File: config.mk
export PLATFORM = sky130hd
export DESIGN_NAME = riscv_lsu_ctrl
export DESIGN_NICKNAME = d
export VERILOG_FILES = /design/src/rtl/riscv_lsu_ctrl.sv
export SDC_FILE = /design/constraint.sdc
export NUM_CORES = 1
export LEC_CHECK = 0
export ABC_CLOCK_PERIOD_IN_PS = 5300
export CAP_MARGIN = 20
export CORE_UTILIZATION = 50
export CTS_BUF_LIST = sky130_fd_sc_hd__clkbuf_16
export CTS_CLUSTER_DIAMETER = 30
export DETAILED_ROUTE_END_ITERATION = 16
export DONT_BUFFER_PORTS = 1
export PLACE_DENSITY = 0.63
export SYNTH_ARGS = -nofsm -noshare
export SYNTH_HDL_FRONTEND = slang
export SYNTH_SLANG_ARGS = --single-unit
File: constraint.sdc
create_clock -name clk -period 5.3 [get_ports clk]
set_input_delay 0.53 -clock clk [delete_from_list [all_inputs] [get_ports clk]]
set_output_delay 0.53 -clock clk [all_outputs]
set_load 0.05 [all_outputs]
File: src/rtl/riscv_lsu_ctrl.sv
// rtl/riscv_lsu_ctrl.sv - RV32 load/store sequencer between the execute stage and a word-wide data RAM
// Aligns requests onto the word bus, replicates store lanes and extracts/extends load results.
module riscv_lsu_ctrl #(
  parameter int WORD_LENGTH = 32,
  parameter int WAIT_LIMIT  = 255
) (
  input  logic                   clk,
  input  logic                   rst,
  input  logic                   req_valid,
  output logic                   req_ready,
  input  logic                   req_we,
  input  logic [2:0]             req_funct3,
  input  logic [WORD_LENGTH-1:0] req_addr,
  input  logic [WORD_LENGTH-1:0] req_wdata,
  output logic                   mem_valid,
  input  logic                   mem_ready,
  output logic                   mem_we,
  output logic [3:0]             mem_be,
  output logic [WORD_LENGTH-1:0] mem_addr,
  output logic [WORD_LENGTH-1:0] mem_wdata,
  input  logic                   mem_rvalid,
  input  logic [WORD_LENGTH-1:0] mem_rdata,
  output logic                   rsp_valid,
  output logic [WORD_LENGTH-1:0] rsp_rdata,
  output logic                   rsp_err,
  output logic                   busy
);

  typedef enum logic [1:0] {S_IDLE, S_ISSUE, S_WAIT, S_RESP} state_e;

  state_e      state_q;
  logic [2:0]  funct3_q;
  logic [1:0]  off_q;
  logic [31:0] cnt_q;
  logic        mem_valid_q;
  logic        mem_we_q;
  logic [3:0]  mem_be_q;
  logic [31:0] mem_addr_q;
  logic [31:0] mem_wdata_q;
  logic        rsp_valid_q;
  logic [31:0] rsp_rdata_q;
  logic        rsp_err_q;

  logic        req_bad_d;
  logic [3:0]  be_d;
  logic [31:0] wdata_d;
  logic [31:0] shifted_d;
  logic [31:0] load_d;
  logic        timeout_d;

  // Illegal funct3 for the operation or an unaligned halfword/word access.
  always_comb begin
    req_bad_d = 1'b0;
    if (req_we) begin
      req_bad_d = req_funct3[2] || (req_funct3[1:0] == 2'b11);
    end else begin
      req_bad_d = (req_funct3[1:0] == 2'b11) || (req_funct3 == 3'b110);
    end
    if ((req_funct3[1:0] == 2'b01) && req_addr[0]) req_bad_d = 1'b1;
    if ((req_funct3[1:0] == 2'b10) && (req_addr[1:0] != 2'b00)) req_bad_d = 1'b1;
  end

  always_comb begin
    be_d    = 4'b1111;
    wdata_d = req_wdata;
    case (req_funct3[1:0])
      2'b00: begin
        be_d    = 4'b0001 << req_addr[1:0];
        wdata_d = {4{req_wdata[7:0]}};
      end
      2'b01: begin
        be_d    = 4'b0011 << req_addr[1:0];
        wdata_d = {2{req_wdata[15:0]}};
      end
      default: ;
    endcase
  end

  always_comb begin
    shifted_d = mem_rdata >> {off_q, 3'b000};
    case (funct3_q)
      3'b000:  load_d = {{24{shifted_d[7]}}, shifted_d[7:0]};
      3'b100:  load_d = {24'd0, shifted_d[7:0]};
      3'b001:  load_d = {{16{shifted_d[15]}}, shifted_d[15:0]};
      3'b101:  load_d = {16'd0, shifted_d[15:0]};
      default: load_d = shifted_d;
    endcase
  end

  // The counter is about to reach the limit on this cycle's increment.
  assign timeout_d = (WAIT_LIMIT != 0) && ((cnt_q + 32'd1) == 32'(WAIT_LIMIT));

  always_ff @(posedge clk or posedge rst) begin
    if (rst) begin
      state_q     <= S_IDLE;
      funct3_q    <= 3'd0;
      off_q       <= 2'd0;
      cnt_q       <= 32'd0;
      mem_valid_q <= 1'b0;
      mem_we_q    <= 1'b0;
      mem_be_q    <= 4'd0;
      mem_addr_q  <= 32'd0;
      mem_wdata_q <= 32'd0;
      rsp_valid_q <= 1'b0;
      rsp_rdata_q <= 32'd0;
      rsp_err_q   <= 1'b0;
    end else begin
      rsp_valid_q <= 1'b0;
      case (state_q)
        S_IDLE: begin
          if (req_valid) begin
            funct3_q   <= req_funct3;
            off_q      <= req_addr[1:0];
            mem_addr_q <= {req_addr[31:2], 2'b00};
            if (req_bad_d) begin
              state_q     <= S_RESP;
              rsp_valid_q <= 1'b1;
              rsp_rdata_q <= 32'd0;
              rsp_err_q   <= 1'b1;
            end else begin
              state_q     <= S_ISSUE;
              cnt_q       <= 32'd0;
              mem_valid_q <= 1'b1;
              mem_we_q    <= req_we;
              mem_be_q    <= be_d;
              mem_wdata_q <= wdata_d;
            end
          end
        end
        S_ISSUE: begin
          cnt_q <= cnt_q + 32'd1;
          if (mem_ready) begin
            mem_valid_q <= 1'b0;
            if (mem_we_q) begin
              state_q     <= S_RESP;
              rsp_valid_q <= 1'b1;
              rsp_rdata_q <= 32'd0;
              rsp_err_q   <= 1'b0;
            end else begin
              state_q <= S_WAIT;
            end
          end else if (timeout_d) begin
            mem_valid_q <= 1'b0;
            state_q     <= S_RESP;
            rsp_valid_q <= 1'b1;
            rsp_rdata_q <= 32'd0;
            rsp_err_q   <= 1'b1;
          end
        end
        S_WAIT: begin
          cnt_q <= cnt_q + 32'd1;
          if (mem_rvalid) begin
            state_q     <= S_RESP;
            rsp_valid_q <= 1'b1;
            rsp_rdata_q <= load_d;
            rsp_err_q   <= 1'b0;
          end else if (timeout_d) begin
            state_q     <= S_RESP;
            rsp_valid_q <= 1'b1;
            rsp_rdata_q <= 32'd0;
            rsp_err_q   <= 1'b1;
          end
        end
        S_RESP:  state_q <= S_IDLE;
        default: state_q <= S_IDLE;
      endcase
    end
  end

  assign req_ready = (state_q == S_IDLE);
  assign busy      = (state_q != S_IDLE);
  assign mem_valid = mem_valid_q;
  assign mem_we    = mem_we_q;
  assign mem_be    = mem_be_q;
  assign mem_addr  = mem_addr_q;
  assign mem_wdata = mem_wdata_q;
  assign rsp_valid = rsp_valid_q;
  assign rsp_rdata = rsp_rdata_q;
  assign rsp_err   = rsp_err_q;

endmodule
==> impl_metrics.py <==
metrics = {
    "status": {
        "outcome": "complete, no violations",
    },
    "cells_and_area": {
        "drive_gt1_frac": 0.110,
        "utilization": 0.556,
        "stdcell_count": 1042,
        "final_cell_mix": "141 x dfrtp_1, 106 x nand2_1, 101 x o21ai_0",
        "nets": 930,
        "n_antenna_cell": 0,
        "area_delta_synth_final_pct": 7.49,
        "design_area_sq_um": 8540,
        "layout_commonest_cell": "dfrtp_1",
    },
    "grt": {
        "grt_usage": 0.270,
        "antenna_found_initial": 0,
        "grt_pass1_wl_mm": 34.3,
        "grt_pass1_vias": 6552,
        "grt_max_degree": 92,
        "grt_remaining_overflow": 0,
    },
    "clock_network": {
        "cts_tree": "built",
        "clock_latency_ps": 420,
        "cts-root-buf": "clkbuf_16",
        "cts.sinks": 141,
        "cts_buffers": 17,
        "ctsResizeCount": 0,
        "post-cts-setup-buffers": 0,
        "cts_hold_buf": 0,
        "htree_levels": 4,
        "clk_pin_slew_ps": 60,
        "clk_path_buf_depth": 2,
    },
    "die": {
        "core_area_sq_um": 15400,
        "num_rows": 45,
        "die_y_microns": 128,
        "die_w_microns": 128,
        "die-area_sq_um": 16400,
        "top_level_ports": 211,
        "start_util": 0.517,
    },
    "synthesis": {
        "yosys_warnings": 0,
        "yosysUniqueCellTypes": 63,
        "synthCells": 864,
        "synth-seq-cells": 141,
        "syn_area_sq_um": 7950,
        "synth_ff_type": "dfrtp_1",
        "yosysSeqAreaShare": 0.444,
        "synth.avg_cell_area_sq_um": 9.20,
        "async_flop_share": 1.00,
        "synth_edf_count": 0,
    },
    "sta": {
        "period_share": 0.651,
        "relSlewSlack": 0.296,
        "finClkSkew_ps": 11.1,
        "clock.fmax_ghz": 0.290,
        "hold_viol_final": 0,
        "period_minus_slack_ps": 3450,
        "finalSetupViolCount": 0,
        "rsz0062_at_grt": "no",
        "maxSlewViolCount": 0,
        "worst_pin_slew_ps": 1060,
        "fin_tns_setup_ps": 0,
    },
    "hold_path": {
        "hold_path_class": "input pin to async pin",
    },
    "place": {
        "gp_congestion": 0.928,
        "dp_cells": 1011,
        "placed_cell_area_sq_um": 7970,
        "dp_hpwl_mm": 15.1,
        "io_buffer_count": 0,
    },
    "worst_setup_path": {
        "worstPathArrival_ps": 3800,
        "cp_max_fo": 28,
        "endpoint_kind": "flip-flop",
        "worstPathRequired_ps": 5650,
        "crit_type": "flip-flop to flip-flop",
        "max_stage_delay_ps": 660,
        "cp-start-kind": "flip-flop",
        "path_cells": "inv_1 -> ha_1 -> buf_4 -> inv_1 -> a21oi_1 -> a211oi_2 -> buf_4 -> and3_1 -> and2_1 -> a22o_1",
        "reg2reg_slack_ps": 1850,
        "worst_path_max_delay_cell": "and3_1",
    },
    "power": {
        "leakagePower_uw": 0.00360,
        "power_uw": 6000,
        "ir_drop_mv": 0.419,
        "power.density_nw_per_um2": 702,
    },
    "detailed_routing": {
        "wl_per_cell_microns": 20.5,
        "via_per_inst": 6.25,
        "wirelength_mm": 21.4,
        "drt_iter0_drc": 455,
        "drcViolationCount": 0,
        "vias": 6511,
        "first_pass_iters": 5,
        "ant_nets": 0,
    },
    "job": {
        "max_cap_viol_count": 0,
    },
}
-- metrics by stage --
stage                     hold WS (ps)  worst slack [ps]
after global placement             536              1990
after floorplan                    505               989
final                              140              1850
after detailed placement           544              1870
after CTS                          160              1850
after global routing               196              1530
-- state kept, by name, summed over array words and instances, names as in the netlist, 2 cells and up --
| register | cells |
|---|---|
| cnt_q | 32 |
| mem_wdata | 32 |
| rsp_rdata | 32 |
| mem_addr | 30 |
| mem_be | 4 |
| funct3_q | 3 |
| off_q | 2 |
| state_q | 2 |
-- critical path: cells and delay by family, from the launching register on --
family | cells | cell delay, ps
flops | 1 | 400
buf+inv | 4 | 1110
fa+ha+maj | 1 | 190
compound gates | 3 | 590
simple gates | 2 | 1070
-- power by group --
group          switching, uW  internal, uW  leakage (uW)
logic                   1110           670       0.00151
registers               1610          1440       0.00182
clock network            482           691      0.000273
-- cell type report --
cell class              instances  area, sq um
multi-input cells             635         4050
flip-flops and latches        141         3530
clock buffers                  17          425
clock inverters                14          145
well taps                     211          264
repair buffers                 10         75.1
fillers                      1366         6830
inverters                      14         57.6
-- synthesized netlist by cell type, types with 4 or more instances --
master,count,area share
nand2_1,106,0.050
and4_1,7,0.0077
nand3_1,21,0.013
mux2_2,35,0.050
dfrtp_1,141,0.44
o2bb2ai_1,8,0.0088
nor2b_1,12,0.0094
ha_1,6,0.0094
nor3_1,7,0.0044
buf_1,6,0.0028
xor2_1,6,0.0066
a22o_1,9,0.0099
o21ai_1,11,0.0069
xnor2_1,6,0.0066
a211oi_1,8,0.0076
nor2_1,50,0.024
nand4_1,20,0.016
a21oi_1,54,0.034
o21ai_0,102,0.064
nor4_1,8,0.0063
o41ai_1,7,0.0077
buf_2,10,0.0063
inv_1,14,0.0066
and2_1,13,0.010
a31oi_1,6,0.0047
mux2i_1,44,0.055
o31ai_1,13,0.012
a32o_1,18,0.023
clkbuf_1,52,0.025
a221oi_1,4,0.0044
and3_1,8,0.0063
-- cell families after synthesis --
family                   count (synthesis)  synth area share
multiplexers                            79             0.105
XOR/XNOR                                12            0.0132
buffers and inverters                   89            0.0472
AND/OR/NAND/NOR                        270             0.168
other                                    1          0.000472
adder cells (fa/ha/maj)                  6           0.00945
AO/OA/AOI/OAI                          266             0.212
flip-flops                             141             0.444
-- layer usage --
layer | global-route usage | wire length, microns | vias to the layer above | part of all wire
li1 | - | - | 3057 | -
met3 | 0.0922 | 1750 | 37 | 0.082
met1 | 0.346 | 9080 | 3161 | 0.43
met5 | 0 | 0 | - | 0
met2 | 0.425 | 10000 | 256 | 0.47
met4 | 0.0962 | 515 | 0 | 0.024
-- path summary, 6_finish.rpt --
path                                         from                         to  cells past startpoint
setup / recovery           state_q[0]$_DFFE_PP0N_   rsp_rdata[7]$_DFFE_PP0P_                     10
hold / removal                                rst   mem_addr[11]$_DFFE_PP0P_                      1
setup reg to reg           state_q[0]$_DFFE_PP0N_   rsp_rdata[7]$_DFFE_PP0P_                     10
hold reg to reg             cnt_q[26]$_DFFE_PP0P_      cnt_q[26]$_DFFE_PP0P_                      1
max in group asynchronous                     rst  mem_wdata[25]$_DFFE_PP0P_                      2
min in group clk                     req_wdata[2]   mem_wdata[2]$_DFFE_PP0P_                      2
No activity file was read; power rests on OpenSTA's default activity.
